## config.mk

```make
export PLATFORM = sky130hd
export DESIGN_NAME = texture_loader
export DESIGN_NICKNAME = d
export VERILOG_FILES = /design/src/rtl/texture_loader_pkg.sv /design/src/rtl/texture_loader.sv
export SDC_FILE = /design/constraint.sdc
export NUM_CORES = 1
export LEC_CHECK = 0
export BUFFER_PORTS_ARGS = -buffer_cell sky130_fd_sc_hd__clkbuf_2
export CORE_AREA = 2 2 130 69
export CTS_CLUSTER_SIZE = 10
export DETAILED_ROUTE_END_ITERATION = 12
export DIE_AREA = 0 0 132 71
export PLACE_DENSITY_LB_ADDON = 0.12
export SETUP_SLACK_MARGIN = 0.02
export SYNTH_ARGS = -nofsm -noshare
export SYNTH_HDL_FRONTEND = slang
export SYNTH_SLANG_ARGS = --single-unit
export TNS_END_PERCENT = 30
```

## constraint.sdc

```tcl
create_clock -name clk -period 4.5 [get_ports clk]
set_input_delay 0.9 -clock clk [delete_from_list [all_inputs] [get_ports clk]]
set_output_delay 0.9 -clock clk [all_outputs]
set_load 0.02 [all_outputs]
```

## src/rtl/texture_loader_pkg.sv

```systemverilog
// Shared texture geometry constants, FSM encoding and the pixel-slice helper
// used by the texture loader.
package texture_loader_pkg;

  localparam int ADDR_BITS    = 12;
  localparam int BPP          = 3;
  localparam int PIX_PER_WORD = 8;
  localparam int PIX_BITS     = $clog2(PIX_PER_WORD);
  localparam int ROW_BITS     = ADDR_BITS - PIX_BITS;
  localparam int WORD_BITS    = BPP * PIX_PER_WORD;

  typedef enum logic {
    S_IDLE,
    S_UNPACK
  } state_e;

  function automatic logic [BPP-1:0] pix_of(input logic [WORD_BITS-1:0] w,
                                            input logic [PIX_BITS-1:0]  idx);
    return w[idx*BPP +: BPP];
  endfunction

endpackage

```

## src/rtl/texture_loader.sv

```systemverilog
// iomem slave that takes one packed texture row per bus write and streams it
// out as one pixel per clock on the texture memory write port.
module texture_loader
  import texture_loader_pkg::*;
(
  input  logic                 clk,
  input  logic                 reset,
  input  logic                 sel,
  input  logic                 iomem_valid,
  output logic                 iomem_ready,
  input  logic [3:0]           iomem_wstrb,
  input  logic [31:0]          iomem_addr,
  input  logic [31:0]          iomem_wdata,
  output logic [31:0]          iomem_rdata,
  output logic                 tex_wen,
  output logic [ADDR_BITS-1:0] tex_waddr,
  output logic [BPP-1:0]       tex_wdata,
  output logic                 busy
);

  state_e               state_q, state_d;
  logic [PIX_BITS-1:0]  cnt_q, cnt_d;
  logic [WORD_BITS-1:0] word_q, word_d;
  logic [ROW_BITS-1:0]  row_q, row_d;
  logic                 ready_q, ready_d;
  logic [31:0]          rdata_q, rdata_d;
  logic                 wen_q, wen_d;
  logic [ADDR_BITS-1:0] waddr_q, waddr_d;
  logic [BPP-1:0]       wdata_q, wdata_d;
  logic                 busy_q, busy_d;

  logic                req, is_wr, last, accept;
  logic [PIX_BITS-1:0] cnt_nxt;

  // Upper address bits belong to the SoC decoder; top wdata bits carry no pixels.
  logic unused_bits;
  assign unused_bits = &{1'b0, iomem_addr[31:ROW_BITS+2], iomem_addr[1:0],
                         iomem_wdata[31:WORD_BITS]};

  always_comb begin
    state_d = state_q;
    cnt_d   = cnt_q;
    word_d  = word_q;
    row_d   = row_q;
    ready_d = 1'b0;
    rdata_d = rdata_q;
    wen_d   = 1'b0;
    waddr_d = waddr_q;
    wdata_d = wdata_q;

    // The ready guard stops the still-valid request from being taken twice.
    req     = sel & iomem_valid & ~ready_q;
    is_wr   = |iomem_wstrb;
    last    = (state_q == S_UNPACK) && (cnt_q == PIX_BITS'(PIX_PER_WORD - 1));
    accept  = req & is_wr & ((state_q == S_IDLE) | last);
    cnt_nxt = cnt_q + 1'b1;

    if (accept) begin
      word_d  = iomem_wdata[WORD_BITS-1:0];
      row_d   = iomem_addr[ROW_BITS+1:2];
      cnt_d   = '0;
      state_d = S_UNPACK;
      ready_d = 1'b1;
      rdata_d = '0;
      wen_d   = 1'b1;
      waddr_d = {iomem_addr[ROW_BITS+1:2], {PIX_BITS{1'b0}}};
      wdata_d = pix_of(iomem_wdata[WORD_BITS-1:0], '0);
    end else if (state_q == S_UNPACK) begin
      if (last) begin
        state_d = S_IDLE;
      end else begin
        cnt_d   = cnt_nxt;
        wen_d   = 1'b1;
        waddr_d = {row_q, cnt_nxt};
        wdata_d = pix_of(word_q, cnt_nxt);
      end
    end

    if (req && !is_wr) begin
      ready_d = 1'b1;
      rdata_d = {31'b0, busy_q};
    end

    busy_d = (state_d == S_UNPACK);
  end

  always_ff @(posedge clk) begin
    if (reset) begin
      state_q <= S_IDLE;
      cnt_q   <= '0;
      word_q  <= '0;
      row_q   <= '0;
      ready_q <= 1'b0;
      rdata_q <= '0;
      wen_q   <= 1'b0;
      waddr_q <= '0;
      wdata_q <= '0;
      busy_q  <= 1'b0;
    end else begin
      state_q <= state_d;
      cnt_q   <= cnt_d;
      word_q  <= word_d;
      row_q   <= row_d;
      ready_q <= ready_d;
      rdata_q <= rdata_d;
      wen_q   <= wen_d;
      waddr_q <= waddr_d;
      wdata_q <= wdata_d;
      busy_q  <= busy_d;
    end
  end

  assign iomem_ready = ready_q;
  assign iomem_rdata = rdata_q;
  assign tex_wen     = wen_q;
  assign tex_waddr   = waddr_q;
  assign tex_wdata   = wdata_q;
  assign busy        = busy_q;

endmodule

```

==> results of run 1 <==
## worst register-to-register path: stages, from the launching register on
cell,delay [ns]
dfxtp_1,0.40
ha_1,0.17
ha_1,0.13
nand2b_1,0.11
buf_4,0.31
nand3_2,0.61
nand2_1,0.27
a21oi_1,0.09
## power by group
part | internal, W | total, W | switching (W)
sequential | 0.000477 | 0.000490 | 0.0000134
combinational | 0.0000548 | 0.000167 | 0.000112
clock | 0.000206 | 0.000369 | 0.000163
total | 0.000737 | 0.00103 | 0.000289
## layout make-up
class,instances,area share
Timing Repair Buffer,62,0.115
Multi-Input combinational cell,224,0.415
Tap cell,117,0.0528
Clock buffer,7,0.0478
Clock inverter,1,0.00180
Sequential cell,51,0.368
## worst max path at each step
stage | slack (ns) | end | cells after the start | start
floorplan | 2.35 | word_q[14] | 6 | iomem_wstrb[1]
CTS | 2.13 | word_q[6] | 6 | iomem_wstrb[1]
global route | 1.98 | word_q[3] | 6 | iomem_valid
detailed placement | 1.82 | word_q[6] | 6 | iomem_wstrb[1]
global placement | 1.82 | word_q[6] | 6 | iomem_wstrb[1]
finish | 2.14 | word_q[6] | 6 | iomem_wstrb[1]
## state kept, by name, summed over array words and instances, names as in the netlist
register,cells
iomem_ready,1
row_q,9
tex_wdata,3
word_q,24
tex_waddr,12
busy,1
iomem_rdata,1
## cells in the mapped netlist (6+ instances only)
cell | n | area share
buf_2 | 7 | 0.015
nor2_1 | 13 | 0.020
nand2_1 | 88 | 0.14
nand3_1 | 6 | 0.013
buf_4 | 32 | 0.10
a311oi_1 | 9 | 0.033
a21oi_1 | 34 | 0.071
dfxtp_1 | 51 | 0.43
clkbuf_1 | 8 | 0.013
mux2i_1 | 17 | 0.071
## cells by family (layout without fill, tap and decap cells)
family | Yosys count | count (layout)
flip-flops | 51 | 51
XOR/XNOR | 1 | 1
AO/OA/AOI/OAI | 50 | 50
multiplexers | 17 | 17
adder cells (fa/ha/maj) | 2 | 2
buffers and inverters | 50 | 70
AND/OR/NAND/NOR | 123 | 123
other | 1 | 31
## cell usage in the layout, fill, tap and decap left out, types with 2 or more instances in the layout
cell        n
a21oi_1    34
a22oi_1     3
a311oi_1    9
buf_4       3
clkbuf_1    2
clkbuf_16   5
clkbuf_2   59
conb_1     31
dfxtp_1    51
ha_1        2
mux2i_1    17
nand2_1    88
nand2b_1    2
nand3_1     6
nor2_1     13
nor2b_1     2
nor3_2      3
o22ai_1     3
## metal layers
layer	routed length, µm	track usage
met5	0	0
met4	59	0.0362
met3	303	0.0459
met2	2110	0.161
met1	3380	0.200
## metrics by stage
step,total power [W],instance area (µm²),util
floorplan,0.000639,2510,-
global placement,0.000667,2640,0.317
detailed placement,0.000668,2640,0.317
CTS,0.00104,2770,0.333
global route,0.00108,2770,0.333
finish,0.00103,2770,0.333
==> results.cfg, run 1 <==
[synthesis]
synth-compound-area-share = 0.125
syn_inst = 295
synth_ff_type = dfxtp_1
synth-edff-count = 0
syn_area_per_cell_um2 = 8.13
yosys_register_bits = 51
synth_top_family_by_area = simple AND/OR/NAND/NOR gates
ys_seq_area_frac = 0.426
synth-adder-area-share = 0.0104
synth_area_mm2 = 0.00240
synthSimpleGateAreaFrac = 0.222
synth_warnings = 0
synth_cell_types = 29
synthArstFlopShare = 0
synth_xor_area_frac = 0.00365
muxShareOfSynthArea = 0.0709

[final_layout]
fill_cells = 930
insertedDiodeCount = 0
synthToLayoutAreaGrowth_pct = 15.6
multiInputGateArea_mm2 = 0.00115
fin_nets = 418
fin_cells = 462
seqCellArea_mm2 = 0.00102
drive_above_1_share = 0.217

[die]
die_height_um = 71
start_util = 0.288
die_area_mm2 = 0.00937
io_pins = 122
die_w_um = 132
rows = 24
design.core.area_mm2 = 0.00832

[timing]
whs_ns = 0.453
worst_slew_pin_slew_ns = 1.14
max_freq_ghz = 0.425
fin_setup_tns_ns = 0
fin_crit_sh = 0.523
maxSlewViolCount = 0
hold_viol_final = 0
skew_ns = 0.0104
rsz0062_at_grt = no
slew_headroom = 0.238
setup_slack_ns = 2.14
period_needed_ns = 2.36
setup_violations = 0

[setup_path]
crit_slowest_cell = or4_4
crit_path_max_incr_delay_ns = 0.56
r2r-end = word_q[13]
crit_path_max_fanout = 19
critical_path_buf_inv_count = 2
required_ns = 4.62
r2r_cells = 7
reg2reg_slack_ns = 2.24
arrival_ns = 2.47
reg2reg_from = tex_waddr[1]
crit_family = simple AND/OR/NAND/NOR gates
path_cells = clkbuf_2 > or4_4 > and3_1 > buf_4 > nand2_1 > a21oi_1
critPathKind = primary input to register
worstSetupStartpointType = primary input
crit_path_end_kind = register

[grt]
grt_start_max_net_pins = 51
antenna_found_initial = 0
grt_pass1_wl_um = 9320
grtUsageTotal = 0.129
grt_overflow = 0
grt_pass1_vias = 1817

[cts]
numCtsBuffers = 5
h-tree-depth = 2
clk_latency_ns = 0.29
clock_path_buffers = 2
clockRootBuffer = clkbuf_16
cts_setup_buffers = 0
ctsResizeCount = 0
cts.sinks = 51
hold_buffers = 0
clk_pin_slew_ns = 0.06
cts_tree = yes

[route]
ant_nets = 0
wl_per_cell_um = 12.7
drt_iter0_drc = 127
drt_pass1_iterations = 4
viasPerCell = 4.23
vias = 1954
drt_wl_total_um = 5850
drc = 0

[placement]
portBuffers = 59
dpl.hpwl_um = 4090
place_congestion = 0.683
dpl_worst_slack_ns = 1.82
dp.cells = 454

[pwr]
p_leak_nw = 1.17
p_per_area_mw_per_mm2 = 370
ir_drop_mv = 0.139

[hold_path]
min-delay-start = word_q[6]
hold-path-cell-count = 2
hold_class = register to register
whs_endpoint = word_q[6]

[run_status]
status = finished clean

[run]
maxCapViolations = 0
(Power assumes the default switching activity.)
==> run 2, diff against run 1 <==
Settings changed: ABC_AREA set to 1, CORE_AREA 2 2 130 69 to 2 2 131 69, DIE_AREA 0 0 132 71 to 0 0 133 71.
Clock period 4.5 ns to 1.97 ns, I/O delays scaled along.
==> run 2 against run 1 <==
Net effect: sequential share of layout area fell by 1.5 points; via count rose by 6.7%; wire length rose by 1.8%; clock power increased to 2.7 times the previous value; area after synthesis grew 1.7%; first-iteration DRC count shrank 23%; worst hold slack worse by 0.11 ns; sequential power grew 130%; synthesized cell count rose by 13%; largest power group unchanged.
==> results.cfg, run 2 <==
[final_layout]
drive_above_1_share = 0.222
regMostFlops = word_q
layout_common_cells = nand2_1, clkbuf_2, dfxtp_1
mostFrequentLayoutCell = nand2_1
final_cell_area_mm2 = 0.00289
synthToLayoutAreaGrowth_pct = 18.6
largest_reg_flops = 24
insertedDiodeCount = 0
fin_nets = 461
fin_cells = 504
final_core_util = 0.345
fill_cells = 930

[pwr]
ir_drop_mv = 0.308
p_per_area_mw_per_mm2 = 872
p_leak_nw = 1.39

[timing]
max_freq_ghz = 0.588
period_needed_ns = 1.70
fin_crit_sh = 0.864
whs_ns = 0.347
skew_ns = 0.00870
fin_setup_tns_ns = 0
rsz0062_at_grt = no
hold_viol_final = 0
maxSlewViolCount = 0
setup_violations = 0

[synthesis]
synth_cell_types = 23
yosysTopAreaCellShare = 0.419
yosys_register_bits = 51
synth_ff_type = dfxtp_1
yosysTopAreaCell = dfxtp_1
synth_warnings = 0
syn_inst = 333
synth_area_mm2 = 0.00244
synth_commonest_cells = nand2_1, dfxtp_1, inv_1
ys_seq_area_frac = 0.419
synth-edff-count = 0
yosysMostFrequentCell = nand2_1
synthTopCellsByArea = dfxtp_1, nand2_1, buf_4, nand3_1, a21oi_1
synthArstFlopShare = 0
syn_area_per_cell_um2 = 7.32

[setup_path]
worstSetupStartpointType = register
path_cells = ha_1 > ha_1 > nor2_4 > inv_2 > nand3_4 > buf_12 > nand2_2 > o21ai_0
crit_slowest_cell = dfxtp_1
reg2reg_from = tex_waddr[1]
critPathMostFrequentCell = ha_1
crit_path_max_incr_delay_ns = 0.38
crit_path_max_fanout = 21
crit_path_end_kind = register
critPathKind = register to register
cp-startpoint = tex_waddr[1]
arrival_ns = 1.88
required_ns = 2.15

[die]
design.core.area_mm2 = 0.00838
die_w_um = 133
die_area_mm2 = 0.00944
start_util = 0.291
io_pins = 122
rows = 24
die_height_um = 71

[route]
drt_wl_total_um = 5950
drt_iter0_drc = 98
ant_nets = 0
vias = 2085
viasPerCell = 4.14
drc = 0
wl_per_cell_um = 11.8
drt_pass1_iterations = 4

[grt]
grtUsageTotal = 0.132
grt_start_max_net_pins = 32
antenna_found_initial = 0
grt_pass1_vias = 1934
grt_pass1_wl_um = 9720
grt_overflow = 0

[placement]
portBuffers = 59
dpl.hpwl_um = 4550
place_congestion = 0.729
post_dp_cell_area_mm2 = 0.00272
dp.cells = 497

[cts]
cts.sinks = 51
clockRootBuffer = clkbuf_16
cts_tree = yes
hold_buffers = 0
cts_setup_buffers = 0
clock_path_buffers = 2
clk_pin_slew_ns = 0.07
clk_latency_ns = 0.30
h-tree-depth = 2
numCtsBuffers = 5
ctsResizeCount = 0

[hold_path]
min-delay-start = iomem_wdata[1]
hold_class = primary input to register

[run_status]
status = finished clean

[run]
maxCapViolations = 0
-- run 2: changes by cell type in the layout (fill, tap and decap cells not counted), moves of 9 or more --
cell,previous run,this run
o21ai_1,0,19
mux2i_1,17,0
nor2_1,13,3
inv_1,0,37
nand2_1,88,78
nand3_1,6,33
o21ai_0,0,15
a311oi_1,9,0
-- run 2: logic make-up (layout without fill, tap and decap cells) --
logic type | after synthesis | count (layout) | share of synthesized area
fa+ha+maj | 2 | 2 | 0.0103
buf+inv | 89 | 113 | 0.204
other cells | 1 | 31 | 0.00154
compound gates | 68 | 68 | 0.144
simple gates | 122 | 122 | 0.221
flops | 51 | 51 | 0.419
-- run 2: report_power, final --
part / switching, W / total (W) / internal [W]
Combinational: 0.000286 / 0.000419 / 0.000133
Clock: 0.000390 / 0.000983 / 0.000593
Sequential: 0.0000246 / 0.00112 / 0.00110
Total: 0.000701 / 0.00252 / 0.00182
-- run 2: area by class of cell --
type	count	area (µm²)	area share
Sequential cell	51	1020	0.353
Clock inverter	2	37.5	0.0130
Multi-Input combinational cell	223	1040	0.359
Timing Repair Buffer	65	365	0.126
Inverter	41	158	0.0545
Clock buffer	5	125	0.0433
Tap cell	117	146	0.0506
-- run 2: worst paths after layout --
| check | end | slack, ns | depth (start not counted) |
|---|---|---|---|
| max | row_q[3] | 0.27 | 8 |
| min reg2reg | word_q[14] | 0.45 | 2 |
| max reg2reg | row_q[3] | 0.27 | 8 |
| min | word_q[1] | 0.35 | 3 |
-- run 2: through the flow --
| stage | total power, W | worst slack [ns] |
|---|---|---|
| floorplan | 0.00148 | 0.299 |
| global placement | 0.00156 | 0.174 |
| detailed placement | 0.00156 | 0.159 |
| CTS | 0.00256 | 0.149 |
| global route | 0.00266 | 0.0257 |
| finish | 0.00252 | 0.268 |
-- run 2: layer usage --
layer | global-route usage | wire [µm] | vias up
met5 | 0 | 0 | -
li1 | - | - | 1101
met1 | 0.213 | 3360 | 902
met2 | 0.162 | 2050 | 75
met4 | 0.0358 | 59 | 0
met3 | 0.0387 | 481 | 7
-- run 2: critical path, delay by kind of cell, from the launching register on --
kind                       cells  cell delay (ns)
adders and majority gates      2             0.34
buffers and inverters          2             0.38
DFF                            1             0.38
AOI/OAI and AO/OA              1             0.10
and+or+nand+nor                3             0.38
==> run 3, diff against run 2 <==
Settings changed: BUFFER_PORTS_ARGS -buffer_cell sky130_fd_sc_hd__clkbuf_2 to unset, DONT_BUFFER_PORTS set to 1.
Clock period 1.97 ns to 1.88 ns, I/O delays scaled along.
==> run 3 against run 2 <==
Net effect: sequential power is 7% higher; clock power is 6% higher; worst setup slack worse by 0.076 ns; global-route usage is 0.28 points lower; die area stayed put; count of clock-buffer cells in the layout stayed put; cell count is 10% lower.
==> results.cfg, run 3 (same netlist as run 2, synthesis figures left out) <==
[run]
maxCapViolations = 0

[pwr]
p_per_area_mw_per_mm2 = 985
p_sw_frac = 0.277
switchingPower_w = 0.000720
ir_drop_mv = 0.348
seqPwrFrac = 0.461
p_leak_nw = 1.17
pwr-share-comb = 0.138
p_int_w = 0.00188
clkPwrFrac = 0.401

[route]
drc = 0
viasPerCell = 4.27
vias = 1929
drt_iter0_drc = 100
drt_pass1_iterations = 4
ant_nets = 0
wl_per_cell_um = 13.3
drt_wl_total_um = 6010

[placement]
portBuffers = 0
dp.cells = 444
post_dp_cell_area_mm2 = 0.00246
place_congestion = 0.730
dpl_worst_slack_ns = 0.139
dpl.hpwl_um = 4590

[hold_path]
hold_class = primary input to register

[timing]
fin_crit_sh = 0.898
period_needed_ns = 1.69
skew_ns = 0.00640
rsz0062_at_grt = no
fin_setup_tns_ns = 0
hold_viol_final = 0
maxSlewViolCount = 0
setup_violations = 0
setup_slack_ns = 0.192
max_freq_ghz = 0.592

[setup_path]
crit_path_end_kind = register
crit_path_max_fanout = 20
critPathKind = register to register
arrival_ns = 1.90
required_ns = 2.10
worstSetupStartpointType = register

[final_layout]
fin_nets = 408
largest_reg_flops = 24
fin_cells = 452
insertedDiodeCount = 0
final_cell_area_mm2 = 0.00264
layout_common_cells = nand2_1, dfxtp_1, inv_1
fill_cells = 926
drive_above_1_share = 0.101
final_core_util = 0.315
regMostFlops = word_q
mostFrequentLayoutCell = nand2_1
synthToLayoutAreaGrowth_pct = 8.11

[cts]
cts_tree = yes
cts.sinks = 51
clk_pin_slew_ns = 0.07
hold_buffers = 0
clockRootBuffer = clkbuf_16
clk_latency_ns = 0.29
numCtsBuffers = 5
h-tree-depth = 2
clock_path_buffers = 2

[run_status]
status = finished clean

[die]
start_util = 0.291
io_pins = 122
die_height_um = 71
die_area_mm2 = 0.00944
die_w_um = 133
design.core.area_mm2 = 0.00838
rows = 24

[grt]
grt_pass1_wl_um = 9450
grtUsageTotal = 0.129
grt_start_max_net_pins = 23
grt_overflow = 0
grt_pass1_vias = 1769
antenna_found_initial = 0
==> run 3: cell count changes in the layout (fill, tap and decap cells not counted) <==
cell        before  now
clkinv_2         1    2
buf_4            4   11
clkinvlp_4       1    0
buf_12           2    1
clkinv_4         0    1
clkbuf_2        59    0
==> run 3: metal layers <==
layer / share of wire / up-vias / track usage / wire, µm
li1: - / 999 / - / -
met1: 0.57 / 875 / 0.201 / 3410
met2: 0.35 / 53 / 0.158 / 2130
met3: 0.074 / 2 / 0.0552 / 444
met4: 0.0037 / 0 / 0.0251 / 22
met5: 0 / - / 0 / 0
==> run 3: worst paths after layout <==
check	start	end	slack, ns	cells past startpoint
worst max-delay path	tex_waddr[0]	row_q[3]	0.19	8
worst min-delay path	reset	row_q[6]	0.14	1
worst max register to register	tex_waddr[0]	row_q[3]	0.19	8
worst min register to register	word_q[11]	word_q[11]	0.46	2
==> run 3: through the flow <==
stage	hold WS (ns)	total power, W
after floorplan	0.429	0.00155
after global placement	0.445	0.00158
after detailed placement	0.446	0.00158
after CTS	0.135	0.00263
after global routing	0.128	0.00274
final	0.143	0.00260
==> run 3: final cells by class <==
class	instances	area [µm²]	area share
clock inverters	3	43.8	0.0166
well taps	117	146	0.0555
clock buffers	5	125	0.0475
flip-flops and latches	51	1020	0.387
multi-input cells	223	1040	0.394
repair buffers	12	103	0.0389
inverters	41	158	0.0598
==> run 3: power groups by stage <==
stage	combinational, W	sequential (W)	clock, W
3_5_place_dp	0.000358	0.00122	0
3_3_place_gp	0.000355	0.00122	0
2_1_floorplan	0.000332	0.00122	0
4_1_cts	0.000359	0.00120	0.00107
6_report	0.000358	0.00120	0.00104
5_1_grt	0.000402	0.00120	0.00113
==> run 3: repair_timing <==
item,CTS,global route
setup endpoints to repair,0,18
setup buffers,0,0
resized for setup,0,2
==> run 3: critical path, cell delays in order, from the launching register on <==
cell and delay, ns:
dfxtp_1 0.31, ha_1 0.20, ha_1 0.21, nor2_4 0.12
inv_2 0.11, nand3_4 0.16, buf_12 0.18, nand2_2 0.14
o21ai_0 0.19
